===== src/rtl/mem_access_unit_if.sv =====
// Request/bus/response signal bundle for mem_access_unit.
// The unit connects through the slave modport; the pipeline/memory side through master.
interface mem_access_if #(
  parameter int DATA_W = 32,
  parameter int ADDR_W = 32
);
  localparam int NB = DATA_W / 8;

  logic              req_valid;
  logic              req_ready;
  logic              req_we;
  logic [1:0]        req_size;
  logic              req_sext;
  logic [ADDR_W-1:0] req_addr;
  logic [DATA_W-1:0] req_wdata;

  logic              bus_valid;
  logic              bus_ready;
  logic [ADDR_W-1:0] bus_addr;
  logic              bus_we;
  logic [NB-1:0]     bus_byteen;
  logic [DATA_W-1:0] bus_wdata;
  logic [DATA_W-1:0] bus_rdata;

  logic              resp_valid;
  logic [DATA_W-1:0] resp_rdata;
  logic              resp_err;
  logic              busy;

  modport slave (
    input  req_valid, req_we, req_size, req_sext, req_addr, req_wdata,
    input  bus_ready, bus_rdata,
    output req_ready, bus_valid, bus_addr, bus_we, bus_byteen, bus_wdata,
    output resp_valid, resp_rdata, resp_err, busy
  );

  modport master (
    output req_valid, req_we, req_size, req_sext, req_addr, req_wdata,
    output bus_ready, bus_rdata,
    input  req_ready, bus_valid, bus_addr, bus_we, bus_byteen, bus_wdata,
    input  resp_valid, resp_rdata, resp_err, busy
  );
endinterface


===== src/rtl/mem_access_unit.sv =====
// Load/store access unit: aligns store lanes, splits bus-word crossings into two
// beats, merges and extends load data, and holds busy while an access is in flight.
module mem_access_unit #(
  parameter int DATA_W         = 32,
  parameter int ADDR_W         = 32,
  parameter bit MISALIGN_SPLIT = 1'b1
) (
  input  logic         clk,
  input  logic         reset_n,
  mem_access_if.slave  mif
);
  localparam int NB    = DATA_W / 8;
  localparam int OFF_W = $clog2(NB);

  typedef enum logic [1:0] {IDLE, BEAT0, BEAT1, RESP} state_e;

  state_e            state_q, state_d;
  logic              we_q, sext_q, cross_q, err_q;
  logic [1:0]        size_q;
  logic [ADDR_W-1:0] addr_q;
  logic [DATA_W-1:0] wdata_q, rdata0_q, rdata1_q;

  // Request decode, only meaningful while IDLE.
  logic [OFF_W-1:0] req_off;
  logic [4:0]       req_span;
  logic             req_cross, req_size_ok, req_err;

  always_comb begin
    req_off     = mif.req_addr[OFF_W-1:0];
    req_span    = 5'(req_off) + (5'd1 << mif.req_size);
    req_cross   = req_span > 5'(NB);
    req_size_ok = (mif.req_size != 2'd3) || (DATA_W == 64);
    req_err     = !req_size_ok || (req_cross && !MISALIGN_SPLIT);
  end

  // Lane steering: a double-width shift yields both beats at once (low half = beat 0).
  logic [OFF_W-1:0]   off_q;
  logic [OFF_W+2:0]   lane_shift;
  logic [2*NB-1:0]    size_mask, lane_mask;
  logic [2*DATA_W-1:0] wide_wdata, wide_rdata;
  logic [DATA_W-1:0]  rdata1_eff, raw_rdata, ext_rdata;
  logic [ADDR_W-1:0]  base_addr;
  logic               sign_bit;
  int                 nbytes;

  assign off_q      = addr_q[OFF_W-1:0];
  assign lane_shift = {off_q, 3'b000};
  assign base_addr  = {addr_q[ADDR_W-1:OFF_W], {OFF_W{1'b0}}};

  // NOTE: every always_comb output gets a value on every path (here via default) so no latch is inferred.
  always_comb begin
    case (size_q)
      2'd0:    size_mask = (2*NB)'(8'h01);
      2'd1:    size_mask = (2*NB)'(8'h03);
      2'd2:    size_mask = (2*NB)'(8'h0F);
      default: size_mask = (2*NB)'(8'hFF);
    endcase
  end

  assign lane_mask  = size_mask << off_q;
  assign wide_wdata = {{DATA_W{1'b0}}, wdata_q} << lane_shift;
  assign rdata1_eff = cross_q ? rdata1_q : {DATA_W{1'b0}};
  assign wide_rdata = {rdata1_eff, rdata0_q} >> lane_shift;
  assign raw_rdata  = wide_rdata[DATA_W-1:0];

  always_comb begin
    nbytes   = 1 << size_q;
    sign_bit = 1'b0;
    for (int i = 0; i < NB; i++) begin
      if (i == nbytes - 1) sign_bit = raw_rdata[8*i+7];
    end
    ext_rdata = raw_rdata;
    for (int i = 0; i < NB; i++) begin
      if (i >= nbytes) ext_rdata[8*i +: 8] = {8{sext_q & sign_bit}};
    end
  end

  // NOTE: state and datapath registers use non-blocking assignments so every flop samples pre-edge values.
  always_ff @(posedge clk or negedge reset_n) begin
    if (!reset_n) state_q <= IDLE;
    else          state_q <= state_d;
  end

  // NOTE: these are plain flops, not a memory array, so all of them are cleared by reset.
  always_ff @(posedge clk or negedge reset_n) begin
    if (!reset_n) begin
      we_q     <= 1'b0;
      sext_q   <= 1'b0;
      cross_q  <= 1'b0;
      err_q    <= 1'b0;
      size_q   <= 2'd0;
      addr_q   <= '0;
      wdata_q  <= '0;
      rdata0_q <= '0;
      rdata1_q <= '0;
    end else begin
      case (state_q)
        IDLE: if (mif.req_valid) begin
          we_q     <= mif.req_we;
          sext_q   <= mif.req_sext;
          size_q   <= mif.req_size;
          addr_q   <= mif.req_addr;
          wdata_q  <= mif.req_wdata;
          cross_q  <= req_cross;
          err_q    <= req_err;
          rdata0_q <= '0;
          rdata1_q <= '0;
        end
        BEAT0:   if (mif.bus_ready) rdata0_q <= mif.bus_rdata;
        BEAT1:   if (mif.bus_ready) rdata1_q <= mif.bus_rdata;
        default: ;
      endcase
    end
  end

  always_comb begin
    state_d        = state_q;
    mif.req_ready  = 1'b0;
    mif.bus_valid  = 1'b0;
    mif.bus_addr   = '0;
    mif.bus_we     = 1'b0;
    mif.bus_byteen = '0;
    mif.bus_wdata  = '0;
    mif.resp_valid = 1'b0;
    mif.resp_err   = 1'b0;
    mif.resp_rdata = '0;
    case (state_q)
      IDLE: begin
        mif.req_ready = 1'b1;
        if (mif.req_valid) state_d = req_err ? RESP : BEAT0;
      end
      BEAT0: begin
        mif.bus_valid  = 1'b1;
        mif.bus_addr   = base_addr;
        mif.bus_we     = we_q;
        mif.bus_byteen = we_q ? lane_mask[NB-1:0] : '0;
        mif.bus_wdata  = wide_wdata[DATA_W-1:0];
        if (mif.bus_ready) state_d = cross_q ? BEAT1 : RESP;
      end
      BEAT1: begin
        mif.bus_valid  = 1'b1;
        mif.bus_addr   = base_addr + ADDR_W'(NB);
        mif.bus_we     = we_q;
        mif.bus_byteen = we_q ? lane_mask[2*NB-1:NB] : '0;
        mif.bus_wdata  = wide_wdata[2*DATA_W-1:DATA_W];
        if (mif.bus_ready) state_d = RESP;
      end
      RESP: begin
        mif.resp_valid = 1'b1;
        mif.resp_err   = err_q;
        mif.resp_rdata = (err_q || we_q) ? '0 : ext_rdata;
        state_d        = IDLE;
      end
      default: state_d = IDLE;
    endcase
  end

  assign mif.busy = (state_q != IDLE);
endmodule


===== src/flat_wrapper.sv =====
// flat-port wrapper written by rule: the top's interface ports become plain ports
module mem_access_unit_flat 
#(
  parameter int DATA_W         = 32,
  parameter int ADDR_W         = 32,
  parameter bit MISALIGN_SPLIT = 1'b1
)
  (clk, reset_n, mif_req_valid, mif_req_we, mif_req_size, mif_req_sext, mif_req_addr, mif_req_wdata, mif_bus_ready, mif_bus_rdata, mif_req_ready, mif_bus_valid, mif_bus_addr, mif_bus_we, mif_bus_byteen, mif_bus_wdata, mif_resp_valid, mif_resp_rdata, mif_resp_err, mif_busy);
  mem_access_if #(.DATA_W(DATA_W), .ADDR_W(ADDR_W)) mif_i ();
  input  logic clk;
  input  logic reset_n;
  input wire logic [$bits(mif_i.req_valid)-1:0] mif_req_valid;
  input wire logic [$bits(mif_i.req_we)-1:0] mif_req_we;
  input wire logic [$bits(mif_i.req_size)-1:0] mif_req_size;
  input wire logic [$bits(mif_i.req_sext)-1:0] mif_req_sext;
  input wire logic [$bits(mif_i.req_addr)-1:0] mif_req_addr;
  input wire logic [$bits(mif_i.req_wdata)-1:0] mif_req_wdata;
  input wire logic [$bits(mif_i.bus_ready)-1:0] mif_bus_ready;
  input wire logic [$bits(mif_i.bus_rdata)-1:0] mif_bus_rdata;
  output wire logic [$bits(mif_i.req_ready)-1:0] mif_req_ready;
  output wire logic [$bits(mif_i.bus_valid)-1:0] mif_bus_valid;
  output wire logic [$bits(mif_i.bus_addr)-1:0] mif_bus_addr;
  output wire logic [$bits(mif_i.bus_we)-1:0] mif_bus_we;
  output wire logic [$bits(mif_i.bus_byteen)-1:0] mif_bus_byteen;
  output wire logic [$bits(mif_i.bus_wdata)-1:0] mif_bus_wdata;
  output wire logic [$bits(mif_i.resp_valid)-1:0] mif_resp_valid;
  output wire logic [$bits(mif_i.resp_rdata)-1:0] mif_resp_rdata;
  output wire logic [$bits(mif_i.resp_err)-1:0] mif_resp_err;
  output wire logic [$bits(mif_i.busy)-1:0] mif_busy;
  assign mif_i.req_valid = mif_req_valid;
  assign mif_i.req_we = mif_req_we;
  assign mif_i.req_size = mif_req_size;
  assign mif_i.req_sext = mif_req_sext;
  assign mif_i.req_addr = mif_req_addr;
  assign mif_i.req_wdata = mif_req_wdata;
  assign mif_i.bus_ready = mif_bus_ready;
  assign mif_i.bus_rdata = mif_bus_rdata;
  assign mif_req_ready = mif_i.req_ready;
  assign mif_bus_valid = mif_i.bus_valid;
  assign mif_bus_addr = mif_i.bus_addr;
  assign mif_bus_we = mif_i.bus_we;
  assign mif_bus_byteen = mif_i.bus_byteen;
  assign mif_bus_wdata = mif_i.bus_wdata;
  assign mif_resp_valid = mif_i.resp_valid;
  assign mif_resp_rdata = mif_i.resp_rdata;
  assign mif_resp_err = mif_i.resp_err;
  assign mif_busy = mif_i.busy;
  mem_access_unit #(.DATA_W(DATA_W), .ADDR_W(ADDR_W), .MISALIGN_SPLIT(MISALIGN_SPLIT)) u_core (.clk(clk), .reset_n(reset_n), .mif(mif_i));
endmodule

===== config.mk =====
export PLATFORM = sky130hd
export DESIGN_NAME = mem_access_unit_flat
export DESIGN_NICKNAME = d
export VERILOG_FILES = /design/src/rtl/mem_access_unit_if.sv /design/src/rtl/mem_access_unit.sv /design/src/flat_wrapper.sv
export SDC_FILE = /design/constraint.sdc
export NUM_CORES = 1
export LEC_CHECK = 0
export CORE_UTILIZATION = 56
export CTS_BUF_LIST = sky130_fd_sc_hd__clkbuf_2 sky130_fd_sc_hd__clkbuf_4 sky130_fd_sc_hd__clkbuf_8
export DETAILED_ROUTE_END_ITERATION = 12
export PLACE_DENSITY = 0.88
export SKIP_LAST_GASP = 1
export SLEW_MARGIN = 20
export SYNTH_ARGS = -nofsm -noshare
export SYNTH_HDL_FRONTEND = slang
export SYNTH_SLANG_ARGS = --single-unit

===== constraint.sdc =====
create_clock -name clk -period 4 [get_ports clk]
set_input_delay 0.8 -clock clk [delete_from_list [all_inputs] [get_ports clk]]
set_output_delay 0.8 -clock clk [all_outputs]
set_load 0.1 [all_outputs]

==> flow_summary_export.csv, run 1 <==
group,metric,value,unit
die,io_pins,210,
logic_synthesis,synth_cells,874,
global_routing,antenna_found_initial,2,
sta,clock_skew,0.008509,ns
clock_tree,ctsResizeCount,0,
setup_path,rr_worst_depth,5,
setup_path,r2r_slack,1.59,ns
setup_path,critPathBufInv,1,
clock_tree,htreeDepth,4,
finish,final_nets,1154,
setup_path,end_kind,"output pin",
placement,dp_hpwl,18230,microns
setup_path,cp.required,3.20,ns
placement,io_buffers,207,
logic_synthesis,synth_area,0.008386,sq mm
finish,layout_common_cells,"126 x dfrtp_1, 102 x clkdlybuf4s50_1, 91 x nand2_1, 77 x mux2_2, 77 x buf_12",
clock_tree,cts.sinks,128,
logic_synthesis,synth-seq-cells,128,
setup_path,critPathMaxFanout,45,
die,start_util,57.48,%
logic_synthesis,synth_top_area_share,38.20,%
logic_synthesis,yosysTopAreaCell,"dfrtp_1",
setup_path,max_stage_delay,0.85,ns
clock_tree,tritoncts,"built",
die,rows,44,
finish,syn2layout_area_growth,41.42,%
die,dieArea,0.01547,sq mm
sta,relSlewSlack,32.91,%
routing,vias_per_cell,6.723,
setup_path,critPathTopFamily,"compound AO/OA/AOI/OAI gates",
finish,drive_above_1_share,28.63,%
worst_hold_path,holdCritPathClass,"primary input to asynchronous set/reset pin",
sta,fmax,0.2576,GHz
logic_synthesis,ys_async_sr_fraction,100.0,%
sta,layout_min_cycle_time,3.882,ns
global_routing,grt.met3_usage,8.162,%
global_routing,grt_busiest_layer,"met2",
finish,layout_commonest_cell,"dfrtp_1",
setup_path,worst-path-stages,5,
clock_tree,clockBufferDepth,2,
sta,finalMaxSlewViolations,0,
outcome,outcome,"completed",
setup_path,cp_slowest_cell,"dfrtp_4",
global_routing,grt_use_met2,54.63,%
job,maxCapViolations,0,
routing,wl,27210,microns
global_routing,grt_overflow,0,
global_routing,use_met1,47.14,%
setup_path,critPathLaunchType,"flop",
setup_path,r2r_end,"u_core.wdata_q[10]",
clock_tree,postCtsHoldBufs,0,
global_routing,grt_pass1_vias,8044,
sta,rsz0062_at_grt,"no",
routing,dr.pass1.iters,8,
global_routing,grt_max_degree,54,
sta,period_share,97.06,%
placement,postPlaceCellArea,0.01144,sq mm
clock_tree,clock_latency,0.47,ns
logic_synthesis,syn_avg_cell_area,9.594,sq um
routing,wl_per_cell,21.92,microns
setup_path,crit_chain,"mux4_2 -> nand2_1 -> a21oi_1 -> o21a_1 -> buf_12",
placement,place.gp.congestion,0.8814,
die,die_h,124.4,microns
logic_synthesis,netlist-cell-type-count,63,
logic_synthesis,yosysWarnings,0,
die,die_x,124.4,microns
clock_tree,root_buffer,"clkbuf_8",
clock_tree,post_cts_buffers,0,
logic_synthesis,yosys-top-cells-area,"dfrtp_1 38%, mux2_2 10%, mux2i_1 6.4%, a22o_1 4.3%, nand2_1 4.1%",
setup_path,reg2reg_from,"u_core.state_q[1]",
routing,drc_errors,0,
clock_tree,numCtsBuffers,17,
logic_synthesis,ys_seq_area_share,38.20,%
sta,hold_viol,0,
logic_synthesis,synth_ff_type,"dfrtp_1",
sta,finalSetupViolCount,0,
routing,vias,8343,
logic_synthesis,synth_edf_count,0,
sta,worst_slew_pin_slew,1.006,ns
clock_tree,clk_transition_reported_paths,0.08,ns
routing,ant_nets,0,
finish,design_area,0.01186,sq mm
setup_path,critPathArrivalTime,3.08,ns
global_routing,grt_pass1_wl,43700,microns
routing,drt_iter0_markers,1185,
die,core_area,0.01459,sq mm
global_routing,gr-usage-all-layers,35.35,%
setup_path,path_class,"flop to output pin",
==> per-stage QoR <==
stage          setup slack [ns]  instances  util (%)  hold slack, ns  TNS [ns]
2_1_floorplan           -0.4313        875         -          0.4496    -2.054
3_3_place_gp             0.8187       1207     78.43          0.4672         0
3_5_place_dp             0.6374       1207     78.43          0.4820         0
4_1_cts                  0.1275       1239     81.24          0.3794         0
5_1_grt                 0.01512       1241     81.29          0.4144         0
6_report                 0.1177       1241     81.29          0.3629         0
==> logic make-up after synthesis <==
family                     after synthesis  share of synthesized area (%)
and+or+nand+nor                        251                          15.14
muxes                                  140                          19.20
other                                    1                        0.04472
DFF                                    128                          38.20
buffers and inverters                   97                          4.670
AOI/OAI and AO/OA                      248                          21.35
adders and majority gates                8                          1.283
xor gates and xnor gates                 1                         0.1045
==> worst reg2reg max path, cell delays in order, from the launching register on <==
cell	delay, ns
dfrtp_1	0.43
inv_1	0.10
ha_2	0.24
nand2_2	0.68
buf_4	0.45
mux2_2	0.40
==> worst max path at each step <==
stage                            startpoint            endpoint
final                      u_core.addr_q[0]  mif_resp_rdata[13]
after CTS                 u_core.state_q[1]    mif_bus_wdata[0]
after detailed placement  u_core.state_q[1]    mif_bus_wdata[0]
after global placement     u_core.addr_q[0]   mif_resp_rdata[4]
after floorplan           u_core.state_q[1]    mif_bus_addr[15]
after global routing       u_core.addr_q[0]  mif_resp_rdata[13]
==> registers in the layout (all words and copies together) (netlist names) <==
signal / cells
u_core.rdata1_q: 24
u_core.rdata0_q: 32
u_core.state_q: 2
u_core.we_q: 1
u_core.size_q: 2
u_core.err_q: 1
u_core.addr_q: 32
u_core.cross_q: 1
u_core.wdata_q: 32
u_core.sext_q: 1
==> layout make-up <==
class,instances,area (sq um)
Sequential cell,128,3208
Antenna cell,2,5.005
Tap cell,184,230.2
Timing Repair Buffer,230,2945
Clock buffer,21,270.3
Clock inverter,11,138.9
Fill cell,790,2730
Inverter,15,56.30
Multi-Input combinational cell,650,5005
==> cell usage after synthesis, drive strengths merged, types with 4 or more instances <==
| master | n |
|---|---|
| o311ai | 5 |
| nor3 | 16 |
| o22ai | 9 |
| o21ai | 52 |
| dfrtp | 128 |
| inv | 14 |
| mux4 | 9 |
| and4 | 4 |
| and3 | 13 |
| nor4 | 4 |
| o31a | 5 |
| a211oi | 14 |
| clkbuf | 62 |
| nand2b | 8 |
| ha | 7 |
| a22oi | 17 |
| buf | 20 |
| nand3 | 10 |
| a21oi | 27 |
| and2 | 21 |
| mux2i | 54 |
| a211o | 4 |
| o221ai | 8 |
| o21a | 10 |
| a32o | 9 |
| o41ai | 5 |
| a31oi | 13 |
| o221a | 8 |
| nor2 | 37 |
| nand2 | 92 |
| a22o | 41 |
| mux2 | 77 |
| nor2b | 21 |
| o31ai | 5 |
| nand4 | 15 |
==> layer usage <==
metal | vias to the layer above | routed length, microns | part of all wire [%]
li1 | 3615 | - | -
met2 | 570 | 13020 | 48
met1 | 4069 | 10560 | 39
met4 | 0 | 934 | 3.4
met3 | 89 | 2686 | 9.9
met5 | - | 0 | 0
Power of run 1 is left out: the tool's default activity adds up to more than one toggle a clock period on the data nets, which glitch-free logic cannot reach.
==> run 2, diff against run 1 <==
--- a/config.mk
+++ b/config.mk
@@ -8,9 +8,9 @@
 export CORE_UTILIZATION = 56
 export CTS_BUF_LIST = sky130_fd_sc_hd__clkbuf_2 sky130_fd_sc_hd__clkbuf_4 sky130_fd_sc_hd__clkbuf_8
 export DETAILED_ROUTE_END_ITERATION = 12
+export GPL_ROUTABILITY_DRIVEN = 0
 export PLACE_DENSITY = 0.88
 export SKIP_LAST_GASP = 1
-export SLEW_MARGIN = 20
 export SYNTH_ARGS = -nofsm -noshare
 export SYNTH_HDL_FRONTEND = slang
 export SYNTH_SLANG_ARGS = --single-unit
==> results of run 2 <==
The final DEF is identical to that of run 1; final timing and power are the same.
Power of run 2 is left out for the same reason.
